## src/rtl/booth_multiplier.sv

```systemverilog
// ---------------------------------------------------------------------------
// booth_multiplier
//
// Sequential radix-2 Booth multiplier for signed two's-complement operands.
// A start request in IDLE captures the operands. One Booth step is then
// performed per clock for WIDTH clocks, and the signed 2*WIDTH-bit product
// is registered onto out when the last step completes.
//
// Parameters:
//   WIDTH  operand width in bits (>= 2); the product is 2*WIDTH bits
//
// Ports:
//   clk    input   rising-edge clock
//   rst    input   asynchronous active-high reset
//   mc     input   signed multiplicand, sampled only on the start edge
//   mp     input   signed multiplier, sampled only on the start edge
//   start  input   level request, honoured only while idle
//   out    output  registered signed product; holds the last completed result
//   busy   output  high while a multiplication is in progress
//   done   output  one-cycle completion pulse (only with BOOTH_DONE_PULSE_EN)
//
// Optional feature macro: BOOTH_DONE_PULSE_EN adds the registered done port.
// ---------------------------------------------------------------------------
module booth_multiplier #(
    parameter int WIDTH = 8
) (
    input  logic               clk,
    input  logic               rst,
    input  logic [WIDTH-1:0]   mc,
    input  logic [WIDTH-1:0]   mp,
    input  logic               start,
    output logic [2*WIDTH-1:0] out,
    output logic               busy
`ifdef BOOTH_DONE_PULSE_EN
    ,
    output logic               done
`endif
);

    localparam int CW = $clog2(WIDTH + 1);

    typedef enum logic {
        IDLE = 1'b0,
        RUN  = 1'b1
    } state_t;

    state_t             state_q, state_d;
    logic [WIDTH-1:0]   a_q, a_d;
    logic [WIDTH-1:0]   q_q, q_d;
    logic [WIDTH-1:0]   m_q, m_d;
    logic               q1_q, q1_d;
    logic [CW-1:0]      count_q, count_d;
    logic [2*WIDTH-1:0] out_q, out_d;

    logic [WIDTH:0]     stepSum;
    logic [WIDTH-1:0]   stepA;
    logic [WIDTH-1:0]   stepQ;

`ifdef BOOTH_DONE_PULSE_EN
    logic done_q, done_d;
`endif

    // One Booth step on the current {A,Q,Q_1}.
    // The add/subtract is carried one bit wider than A. A's stored value is
    // still WIDTH-bit modulo, but the extra bit holds the true sign of the
    // sum. That sign is what the arithmetic shift must replicate. With the
    // most negative multiplicand, A-M overflows WIDTH bits, and shifting in
    // the truncated sign would corrupt the product. After the shift, A always
    // fits back into WIDTH bits, so nothing is lost.
    always_comb begin
        case ({q_q[0], q1_q})
            2'b01:   stepSum = {a_q[WIDTH-1], a_q} + {m_q[WIDTH-1], m_q};
            2'b10:   stepSum = {a_q[WIDTH-1], a_q} - {m_q[WIDTH-1], m_q};
            default: stepSum = {a_q[WIDTH-1], a_q};
        endcase
        stepA = stepSum[WIDTH:1];
        stepQ = {stepSum[0], q_q[WIDTH-1:1]};
    end

    // Next-state logic. In IDLE, a start request loads the operands. In RUN,
    // each clock applies one step. The step that brings the count to WIDTH
    // writes the product and returns to IDLE. start is not examined during
    // RUN, so a request while busy is simply ignored.
    always_comb begin
        state_d = state_q;
        a_d     = a_q;
        q_d     = q_q;
        m_d     = m_q;
        q1_d    = q1_q;
        count_d = count_q;
        out_d   = out_q;
`ifdef BOOTH_DONE_PULSE_EN
        done_d  = 1'b0;
`endif
        case (state_q)
            IDLE: begin
                if (start) begin
                    m_d     = mc;
                    q_d     = mp;
                    a_d     = '0;
                    q1_d    = 1'b0;
                    count_d = '0;
                    state_d = RUN;
                end
            end
            RUN: begin
                a_d     = stepA;
                q_d     = stepQ;
                q1_d    = q_q[0];
                count_d = count_q + 1'b1;
                if (count_q == CW'(WIDTH - 1)) begin
                    out_d   = {stepA, stepQ};
                    state_d = IDLE;
`ifdef BOOTH_DONE_PULSE_EN
                    done_d  = 1'b1;
`endif
                end
            end
            default: begin
                state_d = IDLE;
            end
        endcase
    end

    // State and datapath registers. Reset aborts any run immediately and
    // clears the visible result.
    always_ff @(posedge clk or posedge rst) begin
        if (rst) begin
            state_q <= IDLE;
            a_q     <= '0;
            q_q     <= '0;
            m_q     <= '0;
            q1_q    <= 1'b0;
            count_q <= '0;
            out_q   <= '0;
        end else begin
            state_q <= state_d;
            a_q     <= a_d;
            q_q     <= q_d;
            m_q     <= m_d;
            q1_q    <= q1_d;
            count_q <= count_d;
            out_q   <= out_d;
        end
    end

`ifdef BOOTH_DONE_PULSE_EN
    // Completion pulse register. It is high only on the cycle after out is
    // written.
    always_ff @(posedge clk or posedge rst) begin
        if (rst) begin
            done_q <= 1'b0;
        end else begin
            done_q <= done_d;
        end
    end

    assign done = done_q;
`endif

    assign out  = out_q;
    assign busy = (state_q == RUN);

endmodule

```

## config.mk

```make
export PLATFORM = sky130hd
export DESIGN_NAME = booth_multiplier
export DESIGN_NICKNAME = d
export VERILOG_FILES = /design/src/rtl/booth_multiplier.sv
export SDC_FILE = /design/constraint.sdc
export NUM_CORES = 1
export LEC_CHECK = 0
export BUFFER_PORTS_ARGS = -buffer_cell sky130_fd_sc_hd__buf_4
export CAP_MARGIN = 20
export CORE_UTILIZATION = 60
export DETAILED_ROUTE_END_ITERATION = 10
export PLACE_DENSITY = 0.91
export SLEW_MARGIN = 20
export SYNTH_ARGS = -nofsm -noshare
export SYNTH_HDL_FRONTEND = slang
export SYNTH_SLANG_ARGS = --single-unit
```

## constraint.sdc

```tcl
create_clock -name clk -period 6.35 [get_ports clk]
set_input_delay 0.3175 -clock clk [delete_from_list [all_inputs] [get_ports clk]]
set_output_delay 0.3175 -clock clk [all_outputs]
set_load 0.02 [all_outputs]
```

Word level (Yosys, flattened, before mapping) --
Cells that the tools add are included.
Word-level totals: output and inout bits 17, logic and storage cells 29, input bits 19, bits in registers 46
Cells by class: bitwise gates (word level) 1, equal/unequal tests 4, multiplexer cells 12, reductions and logical operators 2, add/subtract/negate cells 3
Operators with widths (count):
- $pmux W8 S2 | 2
- $pmux W9 S2 | 1
- $mux W8 | 2
- $add A8 B8 Y9 | 1
- $sub A8 B8 Y9 | 1
- $pmux W4 S2 | 1
- $add A4 B1 Y4 const B | 1
- $eq A4 B3 Y1 const B | 1
- $mux W4 | 1
- $pmux W1 S2 | 2
- $reduce_and A2 Y1 | 2
- $mux W1 | 3
- $eq A2 B1 Y1 const B | 1
- $eq A2 B2 Y1 const B | 1
- $ne A2 B2 Y1 const B | 1
- $not A1 Y1 | 1

Depth between registers and ports, before layout --
depth in word-level cells 3, mapped depth 12, mapped depth without buffers 11

Worst setup path after synthesis --
No wires, ideal clock.
kind reg-to-reg, start point reg q1_q, end point reg out_q[15] (netlist: out[15]), buffers on the path 1, setup slack 3740 ps, setup time 124 ps, data required time 6226 ps, clock period less this slack 2610 ps, arrival 2486 ps, stages on the path, launching flop included 12, cells stage by stage dfrtp_1 -> inv_1 -> ha_1 -> clkbuf_1 -> mux2_2 -> fa_1 -> nand2b_1 -> a21oi_1 -> a21oi_2 -> mux2i_2 -> xor2_1 -> o21ai_1
On the way: cells in the longest elaborated chain, start to end 2, elaborated cells between the ends (all ways) 3, those cells by class eq/ne (2); mux (1)
RTL lines:
- start, declared | line 51 | logic q1_q, q1_d;
- start signal, assigned | line 141 | q1_q <= q1_d;
- $eq A2 B2 Y1 or $eq A2 B1 Y1 (tied branches) | line 71 | case ({q_q[0], q1_q})
- $pmux W9 S2 * | line 71
- end signal, assigned | line 143 | out_q <= out_d;
- end, declared | line 53 | logic [2*WIDTH-1:0] out_q, out_d;
Every way passes the cells marked *; elsewhere a longest branch is shown, timed or not. A chain may end at the register's enable or synchronous reset.

Final worst setup path --
start point reg q_q[0], end point reg out_q[13] (netlist: out[13])
On the way: cells in the longest elaborated chain, start to end 2, elaborated cells between the ends (all ways) 3, those cells by class eq/ne (2); mux (1)
RTL lines:
- start, declared | line 49 | logic [WIDTH-1:0] q_q, q_d;
- start signal, assigned | line 139 | q_q <= q_d;
- $eq A2 B2 Y1 or $eq A2 B1 Y1 (tied branches) | line 71
- $pmux W9 S2 * | line 71
Marked as above.

==> summary.txt <==
Logic synthesis
  • Synth warnings: 0
  • Synth Net Count: 269
  • EDFF count, synth: 0
  • Seq cells post-synth: 46
  • Post-synth ARST share: 100%
  • Post-Syn Area: 0.00248 mm^2
  • Synth unique cells: 45
  • Sequential fraction of the synthesis area: 46.5%
  • Synth Instances: 238
  • Synth Flop Type: dfrtp_1
  • Mean post-synth cell area: 10.4 um^2

Detailed routing
  • DR iter-0 viols: 124
  • Total number of vias: 1889
  • Post-DRT Antenna Nets: 0
  • Post-route DRC: 0
  • Drt pass-1 iters: 5
  • Routed length per placed instance: 15.3 um
  • Routed vias/inst: 5.90
  • Total wire length: 4.91 mm

Clock network
  • CTS sink cnt: between 40 and 50
  • H-Tree Level Count: 2
  • Worst skew pair latency: ~0.30 ns
  • Total CTS buffers: 5
  • Post-cts resize count: 0
  • Clock Path Buffers: 2
  • CTS hold repair buffers: 0
  • Post-CTS Setup Bufs: 0
  • CTS tree: yes
  • Register clock-pin slew on the reported worst setup and hold paths: roughly 0.090 ns
  • Clk root buf: clkbuf_8

Min path
  • Hold Path Class: in2async

Setup path
  • Critical path launch point: q_q[0]$_DFFE_PP0P_
  • Critical Path RT: approximately 6.5 ns
  • Worst Reg2Reg Path Length in Cells: 9
  • R2R Setup Slk: approximately 3.6 ns
  • Crit-path max FO: 8
  • Reg2reg end: out[13]$_DFFE_PP0P_
  • CP endpoint kind: register
  • Startpoint Class: register
  • FF-to-FF Start: q_q[0]$_DFFE_PP0P_
  • Worst EP arrival: between 2 and 3 ns
  • WS Path Type: reg2reg

STA
  • Clock skew: between 0.01 and 0.015 ns
  • Final setup fails: 0
  • Highest clock rate: 358 MHz
  • Slew margin rel.: a little over two fifths
  • Final hold vios: 0
  • RSZ-0062 raised after global routing: no
  • Worst-margin pin slew: 0.867 ns
  • Slew Viols, Final: 0
  • Setup Total Neg Slack: 0 ns
  • Minimum clock period: 2.79 ns
  • Crit share post-route: 44.0%

GRT
  • Global-route usage over all layers: about a quarter
  • Largest net degree at the start of global routing: 47
  • First-pass GRT wire length: between 7 and 8 mm
  • Vias in the first global route: between 1500 and 2000
  • Grt total ovfl: 0
  • Initial antenna violation count: 0

Layout
  • Area delta synth->final: 16.1%
  • Filler cell count: approximately 260
  • Most common cell after layout, fill and taps aside: dfrtp_1
  • Commonest non-fill, non-tap cells in the layout: dfrtp_1, buf_4, nand2_1
  • FF+latch area: around 0.0012 mm^2
  • Layout cells sized above 1: 24.6%
  • Multi-input gate area: ~0.0012 mm^2
  • Antenna fix cells: 0
  • Final core utilization: 75.7%
  • Final nets: ~300

Run status
  • Status: finished, final reports clean

Die
  • Initial Util: 65.2%
  • Die H: 66.2 um
  • Die width: ~66 um
  • Core box area: 0.00380 mm^2
  • Rows: 22
  • # IOs: 36
  • Die area: 0.00439 mm^2

Place
  • Routability cong.: 0.832
  • Hpwl dp: 3.48 mm
  • Port bufs: 35

Flow run
  • Max_cap viols: 0
-- registers in the layout, summed over array words and instances, names as in the netlist --
| name | cells |
|---|---|
| q1_q | 1 |
| m_q | 8 |
| a_q | 8 |
| out | 16 |
| q_q | 8 |
| busy | 1 |
| count_q | 4 |
-- critical path, cell delays in order (launching register included) --
cell	delay, ns
dfrtp_1	0.43
ha_1	0.36
mux2_2	0.40
fa_1	0.43
nand2b_1	0.16
a21oi_1	0.28
a31oi_1	0.16
xnor2_1	0.15
mux2i_1	0.18
o21ai_0	0.12
-- worst max path at each step --
stage          slack [ns]                   to  cells past startpoint
6_report             3.56  out[13]$_DFFE_PP0P_                      9
5_1_grt              3.39   a_q[5]$_DFFE_PP0P_                      9
4_1_cts              3.61  out[13]$_DFFE_PP0P_                      9
3_5_place_dp         3.62  out[13]$_DFFE_PP0P_                      9
3_3_place_gp         3.71  out[15]$_DFFE_PP0P_                      9
2_1_floorplan        3.74  out[15]$_DFFE_PP0P_                     11
-- stage by stage --
stage               cell area (um^2)  hold WS (ns)  setup WS, ns  std cells
finish                          2880         0.166          3.56        320
global route                    2880         0.220          3.39        320
CTS                             2880         0.179          3.61        320
detailed placement              2770         0.473          3.62        312
global placement                2770         0.467          3.71        312
floorplan                       2480         0.434          3.74        238
-- routing by layer --
| layer | GRT usage [%] | wire length [um] | vias to the layer above |
|---|---|---|---|
| met2 | 40.7 | 2460 | 54 |
| met5 | 0 | 0 | - |
| met3 | 7.07 | 261 | 14 |
| met1 | 30.1 | 2060 | 917 |
| met4 | 11.7 | 123 | 0 |
| li1 | - | - | 904 |
-- cell usage after synthesis (4+ instances only) --
library cell	instances	area share, %
ha_1	11	5.6
mux2i_1	10	4.0
xnor2_1	9	3.2
dfrtp_1	46	46
nand3_1	4	0.81
nor2_1	14	2.1
nor3_1	5	1.0
xor2_1	4	1.4
mux2_2	16	7.3
a31oi_1	4	1.0
a21oi_1	12	2.4
inv_1	8	1.2
nand2_1	23	3.5
o21ai_0	21	4.2
clkbuf_1	6	0.91
-- kinds of logic (layout without fill, tap and decap cells) --
family | count (synthesis) | after routing | share of synthesized area, %
buffers and inverters | 20 | 54 | 3.33
AOI/OAI and AO/OA | 58 | 58 | 14.2
and+or+nand+nor | 62 | 62 | 13.1
DFF | 46 | 46 | 46.5
muxes | 27 | 27 | 11.9
xor gates and xnor gates | 13 | 13 | 4.60
adders and majority gates | 12 | 12 | 6.37
-- final cells by class --
class / instances / area share, %
clock inverter: 2 / 1.31
timing repair buffer: 37 / 9.66
sequential: 46 / 40.0
tap: 48 / 2.09
multi-input combinational: 172 / 43.2
clock buffer: 6 / 2.52
inverter: 9 / 1.17
Power is left out: the tool's default activity adds up to more than one toggle a clock period on the data nets, which glitch-free logic cannot reach.
